[src/rtl/hough_frame_sched_if.sv]
// Accumulator RAM bus between the frame scheduler and the Hough memory.
// master = scheduler, slave = accumulator RAM / voting datapath.
`timescale 1ns/1ps
interface hough_frame_sched_if #(
   parameter int ACC_AW = 16,
   parameter int ACC_DW = 16
) ();
   logic              acc_en;
   logic [ACC_AW-1:0] acc_addr;
   logic              acc_wr;
   logic [ACC_DW-1:0] acc_wdata;
   logic              acc_rd;
   logic [ACC_DW-1:0] acc_rdata;

   modport master (
      output acc_en, acc_addr, acc_wr, acc_wdata, acc_rd,
      input  acc_rdata
   );

   modport slave (
      input  acc_en, acc_addr, acc_wr, acc_wdata, acc_rd,
      output acc_rdata
   );
endinterface

[src/rtl/hough_frame_sched.sv]
// Per-frame sequencer for the Hough accumulator: clear, accumulate, scan.
// Reports the peak bin once per frame and flags broken frame timing.
`timescale 1ns/1ps
module hough_frame_sched #(
   parameter int ACC_DEPTH     = 36000,
   parameter int ACC_AW        = 16,
   parameter int ACC_DW        = 16,
   parameter int PIX_PER_FRAME = 307200,
   parameter int PIX_CW        = 20
) (
   input  logic              clk,
   input  logic              rst,
   input  logic              enable,
   input  logic              img_vsync,
   input  logic              img_de,
   hough_frame_sched_if.master acc,
   output logic              peak_valid,
   output logic [ACC_AW-1:0] peak_addr,
   output logic [ACC_DW-1:0] peak_val,
   output logic              busy,
   output logic              overrun
);
   localparam logic [2:0] S_CLEAR = 3'd0;
   localparam logic [2:0] S_WAIT  = 3'd1;
   localparam logic [2:0] S_ACCUM = 3'd2;
   localparam logic [2:0] S_SCAN  = 3'd3;
   localparam logic [2:0] S_DONE  = 3'd4;

   localparam logic [ACC_AW-1:0] LAST_ADDR = ACC_AW'(ACC_DEPTH - 1);
   localparam logic [PIX_CW-1:0] LAST_PIX  = PIX_CW'(PIX_PER_FRAME - 1);

   logic [2:0]        state_q, state_d;
   logic [ACC_AW-1:0] addr_q, addr_d;
   logic              drain_q, drain_d;
   logic [PIX_CW-1:0] pix_q, pix_d;
   logic              vs_q;
   logic              rd_pend_q;
   logic [ACC_AW-1:0] rd_addr_q;
   logic [ACC_AW-1:0] max_addr_q, max_addr_d;
   logic [ACC_DW-1:0] max_val_q, max_val_d;
   logic [ACC_AW-1:0] peak_addr_q, peak_addr_d;
   logic [ACC_DW-1:0] peak_val_q, peak_val_d;
   logic              overrun_q, overrun_d;

   logic              wr, rd, en;
   logic              vs_fall, last_addr, last_pix, upd;
   logic [ACC_AW-1:0] cur_addr;
   logic [ACC_DW-1:0] cur_val;

   assign vs_fall   = vs_q & ~img_vsync;
   assign last_addr = (addr_q == LAST_ADDR);
   assign last_pix  = img_de && (pix_q == LAST_PIX);
   // Strictly greater keeps the lowest address on ties.
   assign upd       = rd_pend_q && (acc.acc_rdata > max_val_q);
   assign cur_addr  = upd ? rd_addr_q : max_addr_q;
   assign cur_val   = upd ? acc.acc_rdata : max_val_q;

   // Next-state, phase counters and running-max tracking.
   always_comb begin
      state_d     = state_q;
      addr_d      = addr_q;
      drain_d     = drain_q;
      pix_d       = pix_q;
      max_addr_d  = cur_addr;
      max_val_d   = cur_val;
      peak_addr_d = peak_addr_q;
      peak_val_d  = peak_val_q;
      overrun_d   = overrun_q;
      wr          = 1'b0;
      rd          = 1'b0;
      en          = 1'b0;
      case (state_q)
         S_CLEAR: begin
            wr     = 1'b1;
            addr_d = addr_q + ACC_AW'(1);
            if (vs_fall) overrun_d = 1'b1;
            if (last_addr) begin
               addr_d  = '0;
               state_d = S_WAIT;
            end
         end
         S_WAIT: begin
            if (vs_fall && enable) begin
               state_d = S_ACCUM;
               pix_d   = '0;
            end
         end
         S_ACCUM: begin
            en = img_de;
            if (img_de) pix_d = pix_q + PIX_CW'(1);
            if (last_pix) begin
               state_d    = S_SCAN;
               addr_d     = '0;
               drain_d    = 1'b0;
               max_addr_d = '0;
               max_val_d  = '0;
            end else if (vs_fall) begin
               overrun_d = 1'b1;
               state_d   = S_CLEAR;
               addr_d    = '0;
            end
         end
         S_SCAN: begin
            if (vs_fall) overrun_d = 1'b1;
            if (!drain_q) begin
               rd     = 1'b1;
               addr_d = addr_q + ACC_AW'(1);
               if (last_addr) begin
                  addr_d  = '0;
                  drain_d = 1'b1;
               end
            end else begin
               // Last read data lands this cycle; fold it into the peak.
               state_d     = S_DONE;
               drain_d     = 1'b0;
               peak_addr_d = cur_addr;
               peak_val_d  = cur_val;
            end
         end
         S_DONE: begin
            if (vs_fall) overrun_d = 1'b1;
            state_d = S_CLEAR;
            addr_d  = '0;
         end
         default: begin
            state_d = S_CLEAR;
            addr_d  = '0;
         end
      endcase
   end

   // State and datapath registers with synchronous reset.
   always_ff @(posedge clk) begin
      if (rst) begin
         state_q     <= S_CLEAR;
         addr_q      <= '0;
         drain_q     <= 1'b0;
         pix_q       <= '0;
         vs_q        <= 1'b1;
         rd_pend_q   <= 1'b0;
         rd_addr_q   <= '0;
         max_addr_q  <= '0;
         max_val_q   <= '0;
         peak_addr_q <= '0;
         peak_val_q  <= '0;
         overrun_q   <= 1'b0;
      end else begin
         state_q     <= state_d;
         addr_q      <= addr_d;
         drain_q     <= drain_d;
         pix_q       <= pix_d;
         vs_q        <= img_vsync;
         rd_pend_q   <= rd;
         rd_addr_q   <= addr_q;
         max_addr_q  <= max_addr_d;
         max_val_q   <= max_val_d;
         peak_addr_q <= peak_addr_d;
         peak_val_q  <= peak_val_d;
         overrun_q   <= overrun_d;
      end
   end

   // Strobes stay quiet while rst is held; address is zero when idle.
   assign acc.acc_en    = en & ~rst;
   assign acc.acc_wr    = wr & ~rst;
   assign acc.acc_rd    = rd & ~rst;
   assign acc.acc_addr  = ((wr | rd) && !rst) ? addr_q : '0;
   assign acc.acc_wdata = '0;

   assign peak_valid = (state_q == S_DONE) && !rst;
   assign peak_addr  = peak_addr_q;
   assign peak_val   = peak_val_q;
   assign busy       = (state_q == S_CLEAR) || (state_q == S_SCAN) ||
                       (state_q == S_DONE);
   assign overrun    = overrun_q;
endmodule

[src/flat_wrapper.sv]
// flat-port wrapper written by rule: the top's interface ports become plain ports
module hough_frame_sched_flat 
#(
   parameter int ACC_DEPTH     = 36000,
   parameter int ACC_AW        = 16,
   parameter int ACC_DW        = 16,
   parameter int PIX_PER_FRAME = 307200,
   parameter int PIX_CW        = 20
)
  (clk, rst, enable, img_vsync, img_de, peak_valid, peak_addr, peak_val, busy, overrun, acc_acc_en, acc_acc_addr, acc_acc_wr, acc_acc_wdata, acc_acc_rd, acc_acc_rdata);
  hough_frame_sched_if #(.ACC_AW(ACC_AW), .ACC_DW(ACC_DW)) acc_i ();
  input  logic clk;
  input  logic rst;
  input  logic enable;
  input  logic img_vsync;
  input  logic img_de;
  output logic peak_valid;
  output logic [ACC_AW-1:0] peak_addr;
  output logic [ACC_DW-1:0] peak_val;
  output logic busy;
  output logic overrun;
  output wire logic [$bits(acc_i.acc_en)-1:0] acc_acc_en;
  output wire logic [$bits(acc_i.acc_addr)-1:0] acc_acc_addr;
  output wire logic [$bits(acc_i.acc_wr)-1:0] acc_acc_wr;
  output wire logic [$bits(acc_i.acc_wdata)-1:0] acc_acc_wdata;
  output wire logic [$bits(acc_i.acc_rd)-1:0] acc_acc_rd;
  input wire logic [$bits(acc_i.acc_rdata)-1:0] acc_acc_rdata;
  assign acc_acc_en = acc_i.acc_en;
  assign acc_acc_addr = acc_i.acc_addr;
  assign acc_acc_wr = acc_i.acc_wr;
  assign acc_acc_wdata = acc_i.acc_wdata;
  assign acc_acc_rd = acc_i.acc_rd;
  assign acc_i.acc_rdata = acc_acc_rdata;
  hough_frame_sched #(.ACC_DEPTH(ACC_DEPTH), .ACC_AW(ACC_AW), .ACC_DW(ACC_DW), .PIX_PER_FRAME(PIX_PER_FRAME), .PIX_CW(PIX_CW)) u_core (.clk(clk), .rst(rst), .enable(enable), .img_vsync(img_vsync), .img_de(img_de), .acc(acc_i), .peak_valid(peak_valid), .peak_addr(peak_addr), .peak_val(peak_val), .busy(busy), .overrun(overrun));
endmodule
[config.mk]
export PLATFORM = sky130hd
export DESIGN_NAME = hough_frame_sched_flat
export DESIGN_NICKNAME = d
export VERILOG_FILES = /design/src/rtl/hough_frame_sched_if.sv /design/src/rtl/hough_frame_sched.sv /design/src/flat_wrapper.sv
export SDC_FILE = /design/constraint.sdc
export NUM_CORES = 1
export LEC_CHECK = 0
export CAP_MARGIN = 0
export CORE_MARGIN = 8
export CORE_UTILIZATION = 30
export DETAILED_ROUTE_END_ITERATION = 10
export PLACE_DENSITY = 0.53
export SLEW_MARGIN = 10
export SYNTH_ARGS = -nofsm -noshare
export SYNTH_HDL_FRONTEND = slang
export SYNTH_SLANG_ARGS = --single-unit
[constraint.sdc]
create_clock -name clk -period 4.5 [get_ports clk]
set_input_delay 0.45 -clock clk [delete_from_list [all_inputs] [get_ports clk]]
set_output_delay 0.45 -clock clk [all_outputs]
set_load 0.05 [all_outputs]
* Word-level counts from Yosys, hierarchy flattened
Index checks and enable logic that the tools add are counted.
** Storage, ports and cells
- Word-level logic and storage cells :: 88
- Input port bits :: 21
- Register bits :: 123
** Operators by class
- Equal/unequal tests :: 14
- Bitwise operators :: 8
- Reduce and logical (&&, ||, !) cells :: 19
- $lt $le $gt $ge :: 1
- Muxes and demuxes :: 32
- Add/subtract/negate cells :: 2
** Operator list (number)
- 2-to-1 mux 16 bit :: 11
- case mux 16 bit (4 select lines) :: 1
- 2-to-1 mux 20 bit :: 2
- case mux 20 bit (2 select lines) :: 1
- adder 20 x 1 -> 20 bit (second input constant) :: 1
- == test 20 x 19 -> 1 bit (second input constant) :: 1
- adder 16 x 1 -> 16 bit (second input constant) :: 1
- == test 16 bit (second input constant) :: 1
- greater-than comparator 16 bit :: 1
- 2-to-1 mux 3 bit :: 5
- case mux 3 bit (4 select lines) :: 1
- 2-to-1 mux 1 bit :: 9
- inequality test 2 x 1 -> 1 bit (second input constant) :: 4
- == test 3 x 2 -> 1 bit (second input constant) :: 2
- inequality test 2 bit (second input constant) :: 3
- AND reduction 2 bit :: 3
- AND reduction 3 bit :: 2
- nonzero test 2 bit :: 3
- logical AND 1 bit :: 5
- AND 1 bit :: 4
- case mux 1 bit (2 select lines) :: 2
- AND reduction 4 bit :: 1
- == test 3 x 1 -> 1 bit (second input constant) :: 1
- == test 3 bit (second input constant) :: 1
- 7 further kinds :: 10

* Logic depth before layout (Yosys ltp)
Gate-level depths: netlist of run 1.
- Depth after elaboration :: 5
- Depth in mapped cells :: 9
- Depth with buffers taken out :: 8

* Worst setup path before layout of run 1
Ideal clock, no wire load.
- Path kind :: register to output
- From :: register u_core.state_q[0]
- To :: output acc_acc_addr[10]
- Stages on the path, launching flop included :: 6
- Path slack :: 0.923 ns
- Path buffers :: 2
- Data required time :: 4.050 ns
- Data arrival time :: 3.127 ns
- Cells stage by stage :: dfxtp_1 > clkbuf_1 > nor4_1 > or2_2 > clkbuf_1 > and2_1
** On the way
- Cells in the longest elaborated chain, start to end :: 5
- Elaborated cells on any way between the ends :: 7
- Those cells by class :: eq/ne: 1; mux: 3; bitwise: 1; reduce/logical: 2
** Ends and longest elaborated chain
- from (decl) :: line hough_frame_sched.sv:32 : logic [2:0] state_q, state_d;
- from (signal assigned) :: line hough_frame_sched.sv:148 : state_q <= state_d;
- == test 3 x 2 -> 1 bit or logical NOT 3 bit (tied branches) :: line hough_frame_sched.sv:72 : case (state_q)
- 2-to-1 mux 1 bit :: line hough_frame_sched.sv:72
- bitwise OR 1 bit * :: line hough_frame_sched.sv:167 : assign acc.acc_addr = ((wr | rd) && !rst) ? addr_q : '0;
- logical AND 1 bit * :: line hough_frame_sched.sv:167
- 2-to-1 mux 16 bit * :: line hough_frame_sched.sv:167
- to (decl) :: line flat_wrapper.sv:23 : output wire logic [$bits(acc_i.acc_addr)-1:0] acc_acc_addr;
Every way passes the cells marked *; elsewhere a longest branch is shown, timed or not.

* Worst setup path in the final report of run 1
- From :: register u_core.state_q[1]
- To :: output acc_acc_addr[7]
Same word-level chain as after synthesis.

==> reports/metrics.cfg, run 1 <==
[die]
start_util=0.3048
core_um2=17960
row_count=49
die_area_um2=22830
die_y_um=151.1
dieWidth_um=151.1
ioPinCount=91

[grt]
grt_start_max_net_pins=72
grt_usage=0.1202
grt_pass1_wl_um=21710
grt_pass1_vias=4339
grt_remaining_overflow=0
antenna_found_initial=0

[cts]
cts_setup_buffers=0
cts_inserted_buffers=17
clock_sinks=123
ctsHoldBuffers=0
cts_resized=0
root_buffer=clkbuf_16
cts_tree=done
clk_pin_slew_ps=50
cts_buffer_depth=2
clock_latency_ps=410
cts-htree-levels=4

[setup_path]
end_kind=primary output
cp_max_fo=16
start_kind=register
cp.arrival_ps=3240
crit_type=register to primary output
cp.required_ps=4050

[route]
drt_iter0_drc=192
antenna_left=0
first_pass_iters=4
wl_um=13480
drc_errors=0
vias=4411
post_drt_wl_per_cell_um=14.69
vias_per_cell=4.805

[sta]
tightest_slew_ps=1130
fmax_mhz=270.7
fin_crit_sh=0.8210
skew_ps=9.535
finalSetupViolCount=0
setup_tns_ps=0
finalCriticalPeriod_ps=3694
rsz0062_at_grt=no
finalMaxSlewViolations=0
hold_viol=0
relSlewSlack=0.2464

[logic_synthesis]
yosysWarnings=0
synth_commonest_cells=dfxtp_1 (123), nor2_1 (101), mux2i_1 (34)
syn_inst=615
yosysMostFrequentCell=dfxtp_1
synth_seq_area_share=0.4497
synth_top_area_share=0.4497
synth_area_um2=5475
synthTopCellsByArea=dfxtp_1 (45%), nor2_1 (6.9%), mux2i_1 (6.2%)
synth_edf_count=0
synthDistinctLibCells=50
async_reset_ff_frac=0
yosysTopAreaCell=dfxtp_1
synth_flop_cell=dfxtp_1
syn_avg_cell_area_um2=8.903
ys_ff_latch=123

[placement]
gp_congestion=0.8177
io_buffers=74
dp_hpwl_um=9591

[pwr]
powerDensity_nw_per_um2=371.2
ir_drop_mv=0.2708
leakage_uw=0.002328

[worst_hold_path]
hold_class=primary input to register

[finish]
area_growth_pct=26.51
drive_gt1_frac=0.06531
diodes=0
fillers=1794
multi_input_area_um2=2743
finish.utilization=0.3856
final_net_count=716
ff_latch_area_um2=2462

[flow_run]
drv_cap=0

[run_status]
status=finished, final reports clean

## area by class of cell
type	count	share of cell area
Timing Repair Buffer	77	0.1095
Sequential cell	123	0.3555
Clock inverter	12	0.02041
Clock buffer	19	0.06539
Tap cell	229	0.04137
Multi-Input combinational cell	436	0.3960
Inverter	22	0.01192
## metal layers
layer,GRT usage,vias up,part of all wire,routed length (um)
li1,-,2226,-,-
met1,0.1486,2070,0.46,6208
met2,0.1951,102,0.47,6358
met3,0.03466,13,0.056,750
met4,0.04404,0,0.012,163
met5,0,-,0,0
## sequential cells by signal, summed over array words and instances (netlist names)
register,cells
u_core.pix_q,20
u_core.addr_q,16
u_core.max_addr_q,16
u_core.max_val_q,16
u_core.peak_addr,16
u_core.peak_val,16
u_core.rd_addr_q,16
u_core.state_q,3
u_core.drain_q,1
u_core.overrun,1
u_core.rd_pend_q,1
u_core.vs_q,1
## worst paths after layout
check	from	end	slack [ps]	cells past startpoint
min reg2reg	u_core.overrun	u_core.overrun	470	2
max reg2reg	u_core.max_val_q[14]	u_core.peak_addr[0]	1640	8
min	rst	u_core.overrun	290	2
max	u_core.state_q[1]	acc_acc_addr[7]	810	7
## power breakdown
part           internal (uW)  switching [uW]  total, uW  leakage, uW
sequential              1090            5.39       1100     0.000992
combinational           35.8            80.7        116      0.00105
clock                    847             508       1360     0.000286
total                   1980             594       2570      0.00233
## logic make-up (layout without fill, tap and decap cells)
logic type / after synthesis / after routing / share of synthesized area
buffers and inverters: 71 / 130 / 0.06262
adders and majority gates: 18 / 18 / 0.04113
other: 1 / 16 / 0.0006849
DFF: 123 / 123 / 0.4497
muxes: 34 / 34 / 0.06216
and+or+nand+nor: 255 / 255 / 0.2406
xor gates and xnor gates: 16 / 16 / 0.02559
AOI/OAI and AO/OA: 97 / 97 / 0.1175
## layout by cell type, fill, tap and decap left out, drive strengths merged, types with 6 or more instances in the layout
cell / count
clkinv: 6
mux2i: 34
nor2: 101
a211oi: 33
nand3b: 6
dfxtp: 123
nor2b: 20
nand2: 24
or3: 11
xor2: 6
clkdlybuf4s50: 73
a21oi: 30
o21ai: 15
inv: 24
ha: 18
nand4: 10
and2: 21
nor3: 10
clkbuf: 19
nand2b: 10
conb: 16
xnor2: 10
nand3: 16
## worst max-delay path, cell delays in order, from the launching register on
cell,delay [ps]
dfxtp_1,530
nor2b_1,360
nand2_1,170
or2_2,370
nor2_1,140
or2_2,280
and2_1,170
clkdlybuf4s50_1,820
## per-stage QoR
stage / total power [uW] / cells / hold WS [ps] / area [um^2] / setup slack (ps)
final: 2571 / 918 / 292.0 / 6927 / 805.6
after global routing: 2654 / 918 / 296.4 / 6927 / 515.3
after CTS: 2604 / 918 / 271.9 / 6927 / 767.6
after detailed placement: 1240 / 887 / 467.9 / 6332 / 1043
after global placement: 1239 / 887 / 459.0 / 6332 / 1123
after floorplan: 1209 / 630 / 456.4 / 5532 / 923.1
No activity file was read; power rests on OpenSTA's default activity.
==> inputs of run 2 (changes only) <==
- PLACE_DENSITY: 0.53 -> 0.55
- clock period: 4.5 -> 3 ns (I/O delays scaled with it)
==> reports/metrics.cfg, run 2 (same netlist as run 1, synthesis figures left out) <==
[setup_path]
path_cells=nor2b_2 -> nand2_1 -> or2_2 -> nor2_2 -> or2_2 -> and2_1 -> buf_12
end_kind=primary output
reg2reg_slack_ps=490
cp.required_ps=2700
rr_endpoint=u_core.addr_q[8]
worst_r2r_startpoint=u_core.pix_q[12]
crit_path_start=u_core.state_q[1]
cp.arrival_ps=2480
cpPeakStageDelay_ps=440
critPathSlowestCell=dfxtp_2
path_common_cell=or2_2
cp_max_fo=16
start_kind=register
reg2reg_depth=6
endpoint=acc_acc_addr[5]
crit_type=register to primary output

[finish]
layout.cells.most_common_list=dfxtp_1 (122), nor2_1 (100), clkdlybuf4s50_1 (56)
drive_gt1_frac=0.1010
area_growth_pct=29.82
fillers=1795
diodes=0
final_net_count=719
largest_reg_flops=20
mostFrequentLayoutCell=dfxtp_1
regMostFlops=u_core.pix_q

[sta]
relSlewSlack=0.5080
setup_tns_ps=0
rsz0062_at_grt=no
skew_ps=10.13
hold_ws_ps=316.3
finalMaxSlewViolations=0
finalSetupViolCount=0
fin_crit_sh=0.9251
tightest_slew_ps=738.0
hold_viol=0
finalCriticalPeriod_ps=2775
fmax_mhz=360.3

[die]
die_area_um2=22830
row_count=49
start_util=0.3048
die_y_um=151.1
core_um2=17960
ioPinCount=91
dieWidth_um=151.1

[cts]
cts_buffer_depth=2
cts-htree-levels=4
clock_latency_ps=420
ctsHoldBuffers=0
clock_sinks=123
cts_tree=done
clk_pin_slew_ps=60
root_buffer=clkbuf_16
cts_resized=1
cts_inserted_buffers=17
cts_setup_buffers=0

[worst_hold_path]
hold_class=primary input to register

[flow_run]
drv_cap=0

[grt]
grt_remaining_overflow=0
grt_usage=0.1239
grt_pass1_vias=4521
grt_pass1_wl_um=22410
antenna_found_initial=0
grt_start_max_net_pins=56

[pwr]
ir_drop_mv=0.3890
leakage_uw=0.002406
powerDensity_nw_per_um2=526.2
total_power_uw=3740

[route]
wl_um=13690
first_pass_iters=5
antenna_left=0
drc_errors=0
vias_per_cell=4.824
vias=4448
drt_iter0_drc=222
post_drt_wl_per_cell_um=14.85

[placement]
io_buffers=74
dp_hpwl_um=9728
gp_congestion=0.7918

[run_status]
status=finished, final reports clean

[run 2: final cells by class]
class	count	area, um^2	area share
multi-input cells	436	2754	0.3874
flip-flops and latches	123	2464	0.3466
repair buffers	80	963.4	0.1355
clock buffers	19	452.9	0.06372
well taps	229	286.5	0.04031
clock inverters	13	105.1	0.01479
inverters	22	82.58	0.01162
[run 2: worst min-delay path by stage]
stage | startpoint | endpoint | slack, ps | cells past startpoint
finish | rst | u_core.overrun | 320 | 2
detailed placement | u_core.overrun | u_core.overrun | 460 | 2
global route | rst | u_core.overrun | 320 | 2
floorplan | img_vsync | u_core.vs_q | 400 | 1
global placement | u_core.overrun | u_core.overrun | 460 | 2
CTS | rst | u_core.overrun | 300 | 2
[run 2: stage by stage]
stage | std cells | area (um^2) | setup WS, ps | utilization
3_3_place_gp | 890 | 6546 | 303.8 | 0.3644
6_report | 922 | 7108 | 224.7 | 0.3957
5_1_grt | 922 | 7108 | 44.01 | 0.3957
4_1_cts | 922 | 7107 | 71.53 | 0.3956
3_5_place_dp | 890 | 6546 | 255.0 | 0.3644
2_1_floorplan | 630 | 5540 | 151.1 | -
[run 2: layer usage]
metal / routed length, um / share of wire / GRT usage / up-vias
met2: 6469 / 0.47 / 0.2016 / 107
met1: 6299 / 0.46 / 0.1535 / 2093
met3: 771 / 0.056 / 0.03585 / 13
li1: - / - / - / 2235
met4: 150 / 0.011 / 0.04305 / 0
met5: 0 / 0 / 0 / -
[run 2: critical path, delay by kind of cell (launching register included)]
kind / cells / cell delay [ps]
and+or+nand+nor: 6 / 1470
DFF: 1 / 440
buffers and inverters: 1 / 150
[run 2: power breakdown]
group	switching [uW]	internal [uW]
Combinational	123	58.1
Clock	796	1120
Sequential	6.88	1640
Total	926	2810
